===== config.mk =====
export PLATFORM = sky130hd
export DESIGN_NAME = vertex_smoother
export DESIGN_NICKNAME = d
export VERILOG_FILES = /design/src/rtl/smoother_pkg.sv /design/src/rtl/vertex_accum.sv /design/src/rtl/vertex_smoother.sv
export SDC_FILE = /design/constraint.sdc
export NUM_CORES = 2
export LEC_CHECK = 0
export BUFFER_PORTS_ARGS = -buffer_cell sky130_fd_sc_hd__buf_2
export CORE_ASPECT_RATIO = 1.25
export CORE_MARGIN = 2
export CORE_UTILIZATION = 45
export DETAILED_ROUTE_END_ITERATION = 10
export RECOVER_POWER = 100
export SYNTH_ARGS = -nofsm -noshare
export SYNTH_HDL_FRONTEND = slang
export SYNTH_HIERARCHICAL = 1
export SYNTH_SLANG_ARGS = --single-unit
export TNS_END_PERCENT = 20

===== constraint.sdc =====
create_clock -name clk -period 7.4 [get_ports clk]
set_clock_uncertainty 0.15 [all_clocks]
set_input_delay 0.74 -clock clk [delete_from_list [all_inputs] [get_ports clk]]
set_output_delay 0.74 -clock clk [all_outputs]
set_load 0.005 [all_outputs]

===== src/rtl/smoother_pkg.sv =====
// smoother_pkg: shared states, widths and the clamp helper for vertex_smoother
package smoother_pkg;

    localparam int AXES  = 3;
    localparam int SAT_W = 128;

    typedef logic [3:0] state_t;

    localparam state_t S_IDLE      = 4'd0;
    localparam state_t S_CNT_REQ   = 4'd1;
    localparam state_t S_CNT_CAP   = 4'd2;
    localparam state_t S_CUR_FETCH = 4'd3;
    localparam state_t S_NBR_REQ   = 4'd4;
    localparam state_t S_NBR_CAP   = 4'd5;
    localparam state_t S_NBR_FETCH = 4'd6;
    localparam state_t S_WRITE     = 4'd7;
    localparam state_t S_DONE      = 4'd8;

    function automatic int acc_width(input int data_w, input int beta_w, input int max_nbr);
        return data_w + (1 << beta_w) + $clog2(max_nbr) + 1;
    endfunction

    function automatic logic signed [SAT_W-1:0] saturate(input logic signed [SAT_W-1:0] x,
                                                         input int unsigned w);
        logic signed [SAT_W-1:0] hi;
        logic signed [SAT_W-1:0] lo;
        hi = (SAT_W'(1) << (w - 1)) - SAT_W'(1);
        lo = ~hi;
        return (x > hi) ? hi : (x < lo) ? lo : x;
    endfunction

endpackage


===== src/rtl/vertex_accum.sv =====
// vertex_accum: three-lane wide accumulator with weighted init, add, and round+saturate readout
module vertex_accum
    import smoother_pkg::*;
#(
    parameter int DATA_W  = 32,
    parameter int BETA_W  = 4,
    parameter int MAX_NBR = 10,
    parameter int CNT_W   = $clog2(MAX_NBR + 1)
) (
    input  logic                        clk,
    input  logic                        rst_n,
    input  logic                        init,
    input  logic                        add,
    input  logic [1:0]                  lane,
    input  logic [DATA_W-1:0]           din,
    input  logic [CNT_W-1:0]            cnt,
    input  logic [BETA_W-1:0]           shift,
    output logic [AXES-1:0][DATA_W-1:0] res
);

    localparam int ACC_W = acc_width(DATA_W, BETA_W, MAX_NBR);

    logic signed [ACC_W-1:0] acc_q [AXES];
    logic signed [ACC_W-1:0] acc_d [AXES];
    logic signed [ACC_W-1:0] ext;
    logic signed [ACC_W-1:0] cnt_s;
    logic signed [ACC_W-1:0] rnd;

    // Selected lane either starts as v*2^b - c*v or gains one neighbour coordinate
    always_comb begin
        ext   = ACC_W'($signed(din));
        cnt_s = ACC_W'({1'b0, cnt});
        for (int i = 0; i < AXES; i++)
            acc_d[i] = (init && lane == 2'(i)) ? (ext <<< shift) - ext * cnt_s :
                       (add  && lane == 2'(i)) ? acc_q[i] + ext : acc_q[i];
    end

    // Accumulator lanes
    always_ff @(posedge clk or negedge rst_n) begin
        if (!rst_n)
            for (int i = 0; i < AXES; i++) acc_q[i] <= '0;
        else
            acc_q <= acc_d;
    end

    // Add half an LSB, arithmetic shift (half rounds toward +inf), clamp to coordinate range
    always_comb begin
        rnd = (shift == '0) ? '0 : ACC_W'(1) << (shift - BETA_W'(1));
        for (int i = 0; i < AXES; i++)
            res[i] = DATA_W'(saturate(SAT_W'((acc_q[i] + rnd) >>> shift), DATA_W));
    end

endmodule


===== src/rtl/vertex_smoother.sv =====
// vertex_smoother: per-vertex neighbour-weighted smoothing from OBJ/NBR RAMs into RES RAM
module vertex_smoother
    import smoother_pkg::*;
#(
    parameter int DATA_W  = 32,
    parameter int ADDR_W  = 9,
    parameter int MAX_NBR = 10,
    parameter int BETA_W  = 4
) (
    input  logic                  clk,
    input  logic                  rst_n,
    input  logic                  start,
    input  logic [31:0]           vertex_count,
    input  logic [BETA_W-1:0]     beta_shift,
    output logic                  busy,
    output logic                  done,
    output logic                  err,
    output logic                  RAM_OBJ_EN,
    output logic [ADDR_W-1:0]     RAM_OBJ_A,
    input  logic [DATA_W-1:0]     RAM_OBJ_Do,
    output logic                  RAM_NBR_EN,
    output logic [ADDR_W-1:0]     RAM_NBR_A,
    input  logic [DATA_W-1:0]     RAM_NBR_Do,
    output logic                  RAM_RES_EN,
    output logic [DATA_W/8-1:0]   RAM_RES_WE,
    output logic [ADDR_W-1:0]     RAM_RES_A,
    output logic [DATA_W-1:0]     RAM_RES_Di
);

    localparam int CNT_W = $clog2(MAX_NBR + 1);

    state_t                  state_q, state_d;
    logic [31:0]             v_q, v_d;
    logic [CNT_W-1:0]        cnt_q, cnt_d;
    logic [CNT_W-1:0]        k_q, k_d;
    logic [ADDR_W-1:0]       u_q, u_d;
    logic [1:0]              ph_q, ph_d;
    logic                    err_q, err_d;
    logic                    bad_cnt;
    logic [ADDR_W-1:0]       row;
    logic [ADDR_W-1:0]       vbase;
    logic [ADDR_W-1:0]       ubase;
    logic                    fetch;
    logic                    obj_en;
    logic                    acc_init;
    logic                    acc_add;
    logic [AXES-1:0][DATA_W-1:0] res;

    // Sequencing through count read, own-vertex fetch, per-neighbour fetches and write-back
    always_comb begin
        state_d = state_q;
        v_d     = v_q;
        cnt_d   = cnt_q;
        k_d     = k_q;
        u_d     = u_q;
        ph_d    = ph_q;
        err_d   = err_q;
        bad_cnt = RAM_NBR_Do > DATA_W'(MAX_NBR - 1);
        case (state_q)
            S_IDLE: begin
                if (start) begin
                    err_d   = 1'b0;
                    v_d     = '0;
                    state_d = (vertex_count == '0) ? S_DONE : S_CNT_REQ;
                end
            end
            S_CNT_REQ: state_d = S_CNT_CAP;
            S_CNT_CAP: begin
                cnt_d   = bad_cnt ? '0 : RAM_NBR_Do[CNT_W-1:0];
                err_d   = err_q | bad_cnt;
                k_d     = '0;
                ph_d    = '0;
                state_d = S_CUR_FETCH;
            end
            S_CUR_FETCH: begin
                ph_d = ph_q + 2'd1;
                if (ph_q == 2'd3) state_d = (cnt_q == '0) ? S_WRITE : S_NBR_REQ;
            end
            S_NBR_REQ: state_d = S_NBR_CAP;
            S_NBR_CAP: begin
                u_d     = RAM_NBR_Do[ADDR_W-1:0];
                state_d = S_NBR_FETCH;
            end
            S_NBR_FETCH: begin
                ph_d = ph_q + 2'd1;
                if (ph_q == 2'd3) begin
                    k_d     = k_q + CNT_W'(1);
                    state_d = (k_q + CNT_W'(1) == cnt_q) ? S_WRITE : S_NBR_REQ;
                end
            end
            S_WRITE: begin
                ph_d = (ph_q == 2'd2) ? 2'd0 : ph_q + 2'd1;
                if (ph_q == 2'd2) begin
                    v_d     = v_q + 32'd1;
                    state_d = (v_q + 32'd1 == vertex_count) ? S_DONE : S_CNT_REQ;
                end
            end
            S_DONE:  state_d = S_IDLE;
            default: state_d = S_IDLE;
        endcase
    end

    // Control and datapath registers; reset returns straight to IDLE
    always_ff @(posedge clk or negedge rst_n) begin
        if (!rst_n) begin
            state_q <= S_IDLE;
            v_q     <= '0;
            cnt_q   <= '0;
            k_q     <= '0;
            u_q     <= '0;
            ph_q    <= '0;
            err_q   <= 1'b0;
        end else begin
            state_q <= state_d;
            v_q     <= v_d;
            cnt_q   <= cnt_d;
            k_q     <= k_d;
            u_q     <= u_d;
            ph_q    <= ph_d;
            err_q   <= err_d;
        end
    end

    // RAM ports decode from state only, so IDLE (and hence reset) drives every port to zero
    always_comb begin
        row        = v_q[ADDR_W-1:0] * ADDR_W'(MAX_NBR);
        vbase      = v_q[ADDR_W-1:0] * ADDR_W'(3);
        ubase      = u_q * ADDR_W'(3);
        fetch      = state_q == S_CUR_FETCH || state_q == S_NBR_FETCH;
        obj_en     = fetch && ph_q != 2'd3;
        acc_init   = state_q == S_CUR_FETCH && ph_q != 2'd0;
        acc_add    = state_q == S_NBR_FETCH && ph_q != 2'd0;
        RAM_NBR_EN = state_q == S_CNT_REQ || state_q == S_NBR_REQ;
        RAM_NBR_A  = (state_q == S_CNT_REQ) ? row :
                     (state_q == S_NBR_REQ) ? row + ADDR_W'(k_q) + ADDR_W'(1) : '0;
        RAM_OBJ_EN = obj_en;
        RAM_OBJ_A  = !obj_en ? '0 :
                     ((state_q == S_CUR_FETCH) ? vbase : ubase) + ADDR_W'(ph_q);
        RAM_RES_EN = state_q == S_WRITE;
        RAM_RES_WE = {(DATA_W/8){state_q == S_WRITE}};
        RAM_RES_A  = (state_q == S_WRITE) ? vbase + ADDR_W'(ph_q) : '0;
        RAM_RES_Di = (state_q != S_WRITE) ? '0 :
                     (ph_q == 2'd2) ? res[2] : (ph_q == 2'd1) ? res[1] : res[0];
    end

    assign busy = state_q != S_IDLE;
    assign done = state_q == S_DONE;
    assign err  = err_q;

    vertex_accum #(
        .DATA_W (DATA_W),
        .BETA_W (BETA_W),
        .MAX_NBR(MAX_NBR),
        .CNT_W  (CNT_W)
    ) u_accum (
        .clk  (clk),
        .rst_n(rst_n),
        .init (acc_init),
        .add  (acc_add),
        .lane (ph_q - 2'd1),
        .din  (RAM_OBJ_Do),
        .cnt  (cnt_q),
        .shift(beta_shift),
        .res  (res)
    );

endmodule


-- Word-level counts from Yosys, hierarchy flattened
Cells that the tools add are included.
- flip-flop bits (word level): 215
- input bits: 103
- output and inout bits: 69
- word-level logic and storage cells: 134
- add/sub/neg operators: 16
- $mul: 4
- order comparisons: 7
- equal/unequal tests: 21
- shift operators: 5
- multiplexer cells: 40
- bitwise gates (word level): 1
- reductions and logical operators: 30
- operators with widths (operator ; number):
    128-bit by 32-bit greater-than comparator with 1-bit output (second input constant) ; 3
    128-bit by 32-bit less-than comparator with 1-bit output (second input constant) ; 3
    54-bit by 4-bit >>> shifter with 128-bit output ; 3
    53-bit two-way mux ; 7
    32-bit two-way mux ; 11
    53-bit by 53-bit adder with 54-bit output ; 3
    53-bit by 32-bit adder with 53-bit output ; 3
    32-bit one-hot mux with 2 select lines ; 1
    1-bit by 4-bit left shift with 53-bit output (first input constant) ; 1
    32-bit by 4-bit <<< shifter with 53-bit output ; 1
    53-bit subtractor ; 1
    9-bit two-way mux ; 5
    32-bit by 5-bit multiplier with 37-bit output ; 1
    32-bit by 1-bit adder with 32-bit output (second input constant) ; 1
    32-bit equality test ; 1
    32-bit by 4-bit greater-than comparator with 1-bit output (second input constant) ; 1
    32-bit zero test ; 1
    4-bit two-way mux ; 8
    4-bit one-hot mux with 8 select lines ; 1
    9-bit by 2-bit adder with 9-bit output ; 2
    9-bit by 2-bit multiplier with 9-bit output (second input constant) ; 2
    4-bit by 3-bit equality test with 1-bit output (second input constant) ; 4
    2-bit nonzero test ; 7
    4-bit zero test ; 3
    31 further kinds ; 50

-- Longest topological paths before layout
- word-level depth: 11
- mapped depth: 36
- depth with buffers taken out: 25

-- Modules after synthesis
The synthesis kept the hierarchy.
- modules (own cells, without submodules) (module ; instances ; cells an instance ; area each (um^2) ; sequential area each (um^2)):
    vertex_accum ; 1 ; 5248 ; 37788.7 ; 3978.8
    vertex_smoother ; 1 ; 864 ; 6567.5 ; 1401.3

-- Least setup slack after synthesis
OpenSTA, ideal clock, no wires.
- path kind: input to register
- start: in beta_shift[0]
- end: reg u_accum/acc_q[152] (netlist bit)
- library setup time: 125 ps
- arrival time: 8114 ps
- data required time: 7125 ps
- slack: -989 ps
- stages on the path: 34
- path buffers: 12
- cell sequence: buf_6 -> buf_2 -> buf_2 -> buf_1 -> clkbuf_1 -> buf_2 -> clkbuf_1 -> buf_2 -> buf_1 -> clkbuf_1 -> buf_1 -> clkbuf_1 -> nor2_1 -> a21oi_1 -> nor2_1 -> nor2_1 -> ha_1 -> xnor2_1 -> ha_1 -> fa_1 -> a21o_1 -> a21o_1 -> a2111oi_0 -> o21ai_0 -> a21oi_1 -> o21a_1 -> o31a_1 -> o311a_1 -> o31ai_1 -> a21oi_1 -> o21bai_1 -> xnor2_1 -> o21ai_0 -> mux2_2
- word-level cells in the longest chain between the ends: 3
- RTL lines (item ; line ; source):
    start: declaration ; vertex_smoother.sv:14 ; input logic [BETA_W-1:0] beta_shift,
    32-bit by 4-bit <<< shifter with 53-bit output ; vertex_accum.sv:34 ; acc_d[i] = (init && lane == 2'(i)) ? (ext <<< shift) - ext * cnt_s :
    53-bit subtractor ; vertex_accum.sv:34 ;
    53-bit two-way mux ; vertex_accum.sv:34 ;
    end signal: assignment ; vertex_accum.sv:43 ; acc_q <= acc_d;
    end: declaration ; vertex_accum.sv:23 ; logic signed [ACC_W-1:0] acc_q [AXES];
Every way passes these cells.
A chain may end at the register's enable or synchronous reset.

==> impl_results.md <==
* Slowest cell on crit path: o2111ai_1
* Final core utilization at 0.500
* # nets final at 6761
* Synth Area in XOR/XNOR at 0.0768
* Number of remaining DRC errors at 0
* Largest family of logic cells by synthesized area: compound AO/OA/AOI/OAI gates
* Pwr Total at ~12 mW
* Tmin final at 7.14 ns
* Max Fanout on Critical Path at 31
* Switching power at between 6 and 7 mW
* Max-slew violation count at around 370
* Root Buffer: clkbuf_16
* Status: complete, but fails checks
* Routed len/inst at ~25 um
* Clk slew on worst S/H paths at roughly 0.070 ns
* Failing checks: max-capacitance violations, max-slew violations
* Vias/cell at 6.38
* Die span in y at 355 um
* Crit start category: input pin
* Post-route ant nets at 0
* CP Buf/Inv Count at 6
* Count of cell types in the netlist at 121
* Sequential area share after synthesis at 0.121
* Most common cell after layout, fill and taps aside: nand2_1
* Overall routing resource usage at 0.357
* Number of global-route vias before repair at about 46000
* Arr. time, crit path at around 6.3 ns
* Mean post-synth cell area at 7.26 um^2
* Post-synth EDFFs at 0
* CTS tree: built
* Die W at 285 um
* Row count at about 130
* Final period utilization at 0.964
* Clk_lat worst skew at between 0.5 and 0.6 ns
* Aggregate routed wire length at between 150000 and 200000 um
* Synth top area share at 0.121
* Syn. warnings at 6
* Slew @ Worst Pin at 5.48 ns
* LEAKAGE at about 21 nW
* Comb pwr share at 0.684
* First-pass GRT wire length at ~280000 um
* Synth top area cells: dfrtp_1 (12%), ha_1 (8.7%), a21oi_1 (6.3%)
* Slew headroom at -2.65
* Crit-path max cell delay at 0.44 ns
* Power share of the sequential group at 0.199
* CTS max path bufs at 3
* Yosys top cell by area: dfrtp_1
* Vias at between 40000 and 50000
* Max VDD drop at around 0.00017 V
* Pin count of the biggest net entering global routing at about 120
* Clk sinks at between 200 and 250
* Top cell by count, worst path: nor2_1
* Ys async rst share at 1.00
* Core footprint at around 0.098 mm^2
* H-tree level count at 1
* FF+latch count, synth at about 220
* Synth Area in Compound Gates at 0.284
* DP HPWL at approximately 150000 um
* Initial core utilization at 0.455
* Placer Congestion at roughly 1.0
* PD cells at 237 mW/mm^2
* First-pass DRT Iterations at 8
* IO Pins at 172
* Die Area at between 0.1 and 0.15 mm^2
* CP Capture Type: output pin
* Worst path required time at 6.51 ns
* Hold-fix buffers at CTS at 0
* Critical path class: input pin to output pin
* Area grow syn2layout at 10.0%
* CP delay by family, top: compound AO/OA/AOI/OAI gates
* Clock share of power at 0.117
* Final hold violations at 0
* Most frequent cells in the layout: nand2_1 (659), nor2_1 (601), a21oi_1 (555), o21ai_0 (392), ha_1 (308)
* Internal power at approximately 5.4 mW
* Net Sw Frac at 0.534
* Initial antenna violation count at 3
* Min-Delay Path Class: input pin to flop
* Input/output buffers at about 170
* Fillers at slightly below 10000
* Grt ovf at 0
* Layout cells sized above 1 at 0.113
* Final setup viols at 0
* TritonCTS buffer count at 25
* Cells after Synth at 6112
* Mapped Area at 0.0444 mm^2
* Post-synthesis simple-gate area fraction at 0.228
* Max Clk Rate at roughly 0.14 GHz
* Post-synthesis mux area share at 0.0905
* Max_cap viols at 6
* Post-Synth Adder-Cell Area at 0.142
* Main synth FF type: dfrtp_1
* DRT iter0 DRCs at 4527
[cell usage after synthesis (98+ instances only)]
master    count
ha_1        309
xnor2_1     257
xor2_1      132
clkbuf_1    288
fa_1        119
nor3_1      128
a21oi_1     558
dfrtp_1     215
a21o_1      182
nor2_1      607
inv_1       263
mux2i_1     247
o21ai_0     393
nand2_1     662
a211oi_1     98
nand3_1     146
[worst reg2reg max path, delay by kind of cell (launching register included)]
kind | cells | cell delay (ns)
buf+inv | 4 | 0.75
flops | 1 | 0.32
simple gates | 3 | 0.49
compound gates | 12 | 3.12
fa+ha+maj | 5 | 2.14
[state kept, by name (all words and copies together), names as in the netlist]
| register | cells |
|---|---|
| u_accum/acc_q | 159 |
| v_q | 32 |
| u_q | 9 |
| cnt_q | 4 |
| k_q | 4 |
| state_q | 4 |
| ph_q | 2 |
| err | 1 |
[logic make-up (layout without fill, tap and decap cells)]
group | after synthesis | count (layout)
xor gates and xnor gates | 389 | 389
and+or+nand+nor | 2108 | 2108
adders and majority gates | 431 | 431
DFF | 215 | 215
other | 1 | 6
AOI/OAI and AO/OA | 1957 | 1957
buffers and inverters | 661 | 796
muxes | 350 | 350
[final timing paths]
check	from	endpoint	slack (ns)	cells after the start
setup / recovery	beta_shift[2]	RAM_RES_Di[4]	0.26	27
min in group asynchronous	rst_n	u_accum/acc_q[65]	2.24	1
hold / removal	RAM_NBR_Do[6]	u_q[6]	0.25	2
setup reg to reg	cnt_q[0]	u_accum/acc_q[157]	0.31	24
max in group asynchronous	rst_n	u_accum/acc_q[157]	1.19	2
hold reg to reg	v_q[28]	v_q[28]	0.39	1
[power by group through the flow]
stage | Clock, mW | Sequential (mW) | Combinational [mW]
2_1_floorplan | 0 | 1.80 | 5.49
3_3_place_gp | 0 | 2.27 | 7.64
3_5_place_dp | 0 | 2.27 | 7.66
4_1_cts | 1.39 | 2.24 | 7.71
5_1_grt | 1.42 | 2.33 | 8.56
6_report | 1.36 | 2.30 | 7.91
[area by class of cell]
class,instances,area (um^2),share of cell area
multi-input cells,5238,36600,0.749
flip-flops and latches,215,5380,0.110
repair buffers,484,3350,0.0687
well taps,1300,1630,0.0333
inverters,266,1010,0.0207
clock buffers,37,731,0.0150
clock inverters,9,125,0.00256
diodes,3,7.51,0.000154
[per-stage QoR]
stage / setup WS, ns / cells / area (um^2) / setup TNS (ns) / hold WS [ns]
global placement: -0.313 / 7501 / 47900 / -8.10 / 0.366
global route: -0.0214 / 7550 / 48800 / -0.0235 / 0.252
finish: 0.264 / 7552 / 48800 / 0 / 0.247
CTS: 0.00486 / 7547 / 48800 / 0 / 0.0826
detailed placement: -0.336 / 7501 / 47900 / -8.12 / 0.363
floorplan: -0.0814 / 6114 / 44400 / -0.0814 / 0.294
[timing repair]
action                                 4_1_cts  5_1_grt
cloned                                       0        0
resized for setup                            1       43
setup endpoints to repair                   31       31
endpoints found under the hold margin        0        0
setup buffers                                0        2
pin swaps                                    0        2
[layer usage]
| layer | global-route usage | vias up | share of wire |
|---|---|---|---|
| met5 | 0 | - | 0 |
| met4 | 0.181 | 0 | 0.060 |
| met3 | 0.0331 | 477 | 0.073 |
| met2 | 0.583 | 2075 | 0.45 |
| met1 | 0.471 | 23160 | 0.42 |
| li1 | - | 22489 | - |
No activity file was read; power rests on OpenSTA's default activity.
